===== src/rtl/shift_ctrl_pkg.sv =====
// Shared definitions for the shift_register frame controller:
// state encoding and default word width.
package shift_ctrl_pkg;

  localparam int DATA_W_DEF = 8;

  // Frame sequencing states; PARITY is only reachable when
  // SHIFT_CTRL_PARITY_EN is defined.
  typedef enum logic [1:0] {
    IDLE   = 2'd0,
    LOAD   = 2'd1,
    SHIFT  = 2'd2,
    PARITY = 2'd3
  } state_t;

endpackage : shift_ctrl_pkg


===== src/rtl/shift_register_ctrl.sv =====
// Parallel-to-serial frame controller for an external DATA_W-bit
// shift_register. Accepts a word on valid/ready, pulses the load,
// counts the shifted bits and qualifies the serial stream.
// Optional feature macro: SHIFT_CTRL_PARITY_EN appends one even-parity
// bit after the LSB and moves o_done onto that bit.
module shift_register_ctrl
  import shift_ctrl_pkg::*;
#(
  parameter int DATA_W = DATA_W_DEF
) (
  input  logic              i_clk,
  input  logic              i_rstn,
  input  logic              i_valid,
  input  logic [DATA_W-1:0] i_data,
  output logic              o_ready,
  output logic              o_load,
  output logic [DATA_W-1:0] o_par_in,
  output logic              o_ser_in,
  input  logic              i_ser_out,
  output logic              o_tx,
  output logic              o_tx_en,
  output logic              o_busy,
  output logic              o_done
);

  localparam int                CNT_W    = $clog2(DATA_W);
  localparam logic [CNT_W-1:0] CNT_LAST = CNT_W'(DATA_W - 1);

  state_t              r_state;
  state_t              w_next_state;
  logic [CNT_W-1:0]    r_cnt;
  logic [DATA_W-1:0]   r_par_in;
  logic                w_accept;
  logic                w_ready;
  logic                w_load;
  logic                w_tx;
  logic                w_tx_en;
  logic                w_done;

  // Even parity: the appended bit makes the total count of ones even.
  function automatic logic f_even_parity(input logic [DATA_W-1:0] d);
    return ^d;
  endfunction

  assign w_accept = (r_state == IDLE) && i_valid;

  // State register.
  always_ff @(posedge i_clk or negedge i_rstn) begin
    if (!i_rstn) begin
      r_state <= IDLE;
    end else begin
      r_state <= w_next_state;
    end
  end

  // Bit counter: cleared while loading, advances once per shifted bit.
  always_ff @(posedge i_clk or negedge i_rstn) begin
    if (!i_rstn) begin
      r_cnt <= '0;
    end else if (r_state == LOAD) begin
      r_cnt <= '0;
    end else if ((r_state == SHIFT) && (r_cnt != CNT_LAST)) begin
      r_cnt <= r_cnt + 1'b1;
    end else begin
      r_cnt <= r_cnt;
    end
  end

  // Word holding register: captured on acceptance, stable until the next one.
  always_ff @(posedge i_clk or negedge i_rstn) begin
    if (!i_rstn) begin
      r_par_in <= '0;
    end else if (w_accept) begin
      r_par_in <= i_data;
    end else begin
      r_par_in <= r_par_in;
    end
  end

  // Next-state and state-decoded outputs; the serial bit is the
  // shift_register MSB while shifting and the parity bit afterwards.
  always_comb begin
    w_next_state = r_state;
    w_ready      = 1'b0;
    w_load       = 1'b0;
    w_tx         = 1'b0;
    w_tx_en      = 1'b0;
    w_done       = 1'b0;
    case (r_state)
      IDLE: begin
        w_ready = 1'b1;
        if (i_valid) begin
          w_next_state = LOAD;
        end else begin
          w_next_state = IDLE;
        end
      end
      LOAD: begin
        w_load       = 1'b1;
        w_next_state = SHIFT;
      end
      SHIFT: begin
        w_tx    = i_ser_out;
        w_tx_en = 1'b1;
        if (r_cnt == CNT_LAST) begin
`ifdef SHIFT_CTRL_PARITY_EN
          w_next_state = PARITY;
`else
          w_next_state = IDLE;
          w_done       = 1'b1;
`endif
        end else begin
          w_next_state = SHIFT;
        end
      end
`ifdef SHIFT_CTRL_PARITY_EN
      PARITY: begin
        w_tx         = f_even_parity(r_par_in);
        w_tx_en      = 1'b1;
        w_done       = 1'b1;
        w_next_state = IDLE;
      end
`endif
      default: begin
        w_next_state = IDLE;
      end
    endcase
  end

  assign o_ready  = w_ready;
  assign o_load   = w_load;
  assign o_par_in = r_par_in;
  assign o_ser_in = 1'b0;
  assign o_tx     = w_tx;
  assign o_tx_en  = w_tx_en;
  assign o_busy   = (r_state != IDLE);
  assign o_done   = w_done;

endmodule : shift_register_ctrl

===== config.mk =====
export PLATFORM = sky130hd
export DESIGN_NAME = shift_register_ctrl
export DESIGN_NICKNAME = d
export VERILOG_FILES = /design/src/rtl/shift_ctrl_pkg.sv /design/src/rtl/shift_register_ctrl.sv
export SDC_FILE = /design/constraint.sdc
export NUM_CORES = 1
export LEC_CHECK = 0
export CAP_MARGIN = 0
export CORE_MARGIN = 2
export CORE_UTILIZATION = 40
export CTS_CLUSTER_SIZE = 28
export DETAILED_ROUTE_END_ITERATION = 10
export PLACE_DENSITY = 0.76
export SETUP_SLACK_MARGIN = 0.02
export SLEW_MARGIN = 30
export SYNTH_ARGS = -nofsm -noshare
export SYNTH_HDL_FRONTEND = slang
export SYNTH_SLANG_ARGS = --single-unit

===== constraint.sdc =====
create_clock -name i_clk -period 1.9 [get_ports i_clk]
set_input_delay 0.38 -clock i_clk [delete_from_list [all_inputs] [get_ports i_clk]]
set_output_delay 0.38 -clock i_clk [all_outputs]
set_load 0.1 [all_outputs]

==> results.json <==
{
  "post-route-min-period_ps": 1810,
  "synth_fp_nets": 59,
  "postCtsHoldBufs": 0,
  "use_met1_pct": 17.7,
  "dpl.cell_count": 84,
  "cts_buffers": 3,
  "grt_use_met2_pct": 23.5,
  "period_share_pct": 95.4,
  "tns_ps": 0,
  "synth_fa_ha_area_share_pct": 3.99,
  "h-tree-depth": 1,
  "grt-ovfl-total": 0,
  "core_mm2": 0.00149,
  "fin_area_um2": 978,
  "antenna_left": 0,
  "hold_path.class": "in -> async",
  "clock_skew_ps": 4.98,
  "n_fill_cell": 101,
  "worst_ep_required_time_ps": 1520,
  "maxSlewHeadroom_pct": 61.8,
  "syn2layout_area_growth_pct": 56.1,
  "ys_warn_count": 0,
  "critPathArrivalTime_ps": 1430,
  "placed_area_um2": 935,
  "antenna_found_initial": 0,
  "nets": 89,
  "tightest_slew_ps": 572,
  "tritoncts": "yes",
  "finalNonFillerCells": 90,
  "postLayoutCoreUtil_pct": 65.7,
  "route.vias.total": 458,
  "async_flop_share_pct": 100,
  "cts_buffer_depth": 2,
  "wire_per_inst_um": 13.7,
  "post-dp-hpwl_um": 972,
  "synthSimpleGateAreaFrac_pct": 14.8,
  "drive_gt1_share_pct": 48.6,
  "grt_pass1_wl_um": 2010,
  "initial_utilization_pct": 42.1,
  "syn-instance-count": 45,
  "portBuffers": 25,
  "first_iter_violations": 7,
  "synthXorXnorAreaFrac_pct": 0,
  "fmax_ghz": 0.552,
  "synth_compound_area_share_pct": 5.99,
  "multi_input_area_um2": 295,
  "post-route-drc-count": 0,
  "grt_use_total_pct": 14.3,
  "setup_viol": 0,
  "crit_path_end_kind": "primary output",
  "synth_top_family_by_area": "multiplexers",
  "hold_violations": 0,
  "status": "finished clean",
  "gp_congestion": 0.800,
  "synth-edff-count": 0,
  "synth_seq_area_share_pct": 51.9,
  "clk_pin_slew_ps": 80,
  "num_antenna_cells": 0,
  "die_h_um": 43.6,
  "cts.sinks": 13,
  "seqCellArea_um2": 325,
  "muxShareOfSynthArea_pct": 19.2,
  "syn-cell-area_um2": 627,
  "clk_latency_ps": 270,
  "slew_viol_final": 0,
  "startpoint_type": "flip-flop",
  "pin_count": 27,
  "die_x_um": 43.6,
  "routed_wl_um": 1230,
  "met3_usage_pct": 2.92,
  "cts_root_buf": "clkbuf_4",
  "placementRows": 14,
  "setup.worst_path.class": "reg -> out",
  "crit_fanout": 5,
  "avgSynthCellArea_um2": 13.9,
  "firstDrtPassIters": 3,
  "ys_ff_latch": 13,
  "grt_setup_unrepaired": "false",
  "busiest_layer": "met2",
  "grt_max_degree": 14,
  "synth_cell_types": 18,
  "via_per_inst": 5.09,
  "fp.dieArea_mm2": 0.00190,
  "maxCapViolCount": 0,
  "grt_pass1_vias": 476,
  "synth_ff_type": "dfrtp_1"
}
==> path summary, 6_finish.rpt <==
check                                             start                 endpoint  slack [ps]  cells after the start
max in group asynchronous                        i_rstn  o_par_in[2]$_DFFE_PN0P_        1060                      1
worst max register to register     r_cnt[0]$_DFFE_PN0P_     r_cnt[1]$_DFFE_PN0P_         280                      5
min in group i_clk              o_par_in[3]$_DFFE_PN0P_  o_par_in[3]$_DFFE_PN0P_         520                      1
worst min register to register  o_par_in[3]$_DFFE_PN0P_  o_par_in[3]$_DFFE_PN0P_         520                      1
worst max-delay path               r_cnt[0]$_DFFE_PN0P_                   o_done          90                      4
worst min-delay path                             i_rstn  o_par_in[1]$_DFFE_PN0P_         470                      1
==> layout make-up <==
| type | instances | area share, % |
|---|---|---|
| Inverter | 1 | 0.639 |
| Clock buffer | 4 | 2.69 |
| Tap cell | 16 | 2.05 |
| Multi-Input combinational cell | 29 | 30.2 |
| Sequential cell | 13 | 33.2 |
| Timing Repair Buffer | 27 | 31.2 |
==> cell usage in the layout, fill, tap and decap left out, types with 2 or more instances in the layout <==
| master | count |
|---|---|
| nor2b_1 | 2 |
| and3_1 | 2 |
| a221o_1 | 3 |
| clkbuf_4 | 3 |
| mux2_4 | 8 |
| buf_4 | 10 |
| dfrtp_1 | 13 |
| and2_4 | 2 |
| clkdlybuf4s50_1 | 11 |
| buf_12 | 6 |
==> critical path, cell delays in order, from the launching register on <==
cell     delay [ps]
dfrtp_1         400
ha_1            210
ha_2            200
and2_2          190
buf_12          160
==> per-layer routing <==
metal / vias up / part of all wire (%)
met5: - / 0
met4: 0 / 1.4
met3: 2 / 3.8
met2: 13 / 55
met1: 231 / 40
li1: 212 / -
==> synth_stat cells (all sizes together), types with 2 or more instances <==
master / number / share of area (%)
dfrtp: 13 / 52
mux2: 8 / 19
ha: 2 / 4.0
and3: 3 / 3.2
buf: 2 / 3.0
and2: 3 / 3.4
nor2b: 4 / 4.0
a221o: 3 / 4.8
==> cell families after synthesis <==
logic type,Yosys count
and+or+nand+nor,14
DFF,13
muxes,8
AOI/OAI and AO/OA,4
buffers and inverters,3
adders and majority gates,2
other,1
==> repair_timing <==
action	in CTS	in global routing
gates resized for setup	0	1
setup buffers	0	2
endpoints found under the setup margin	0	1
hold endpoints to repair	0	0
==> sequential cells by signal, summed over array words and instances, names as in the netlist <==
| name | cells |
|---|---|
| o_par_in | 8 |
| r_cnt | 3 |
| r_state | 2 |
==> stage by stage <==
step           hold WS [ps]  setup slack (ps)
6_report                467              87.5
4_1_cts                 476              23.3
3_3_place_gp            494               280
2_1_floorplan          84.4             -79.3
5_1_grt                 502              28.5
3_5_place_dp            498               244
Power is not shown: default switching activity piles up to over one toggle a cycle in this logic, so the estimate is an artifact.
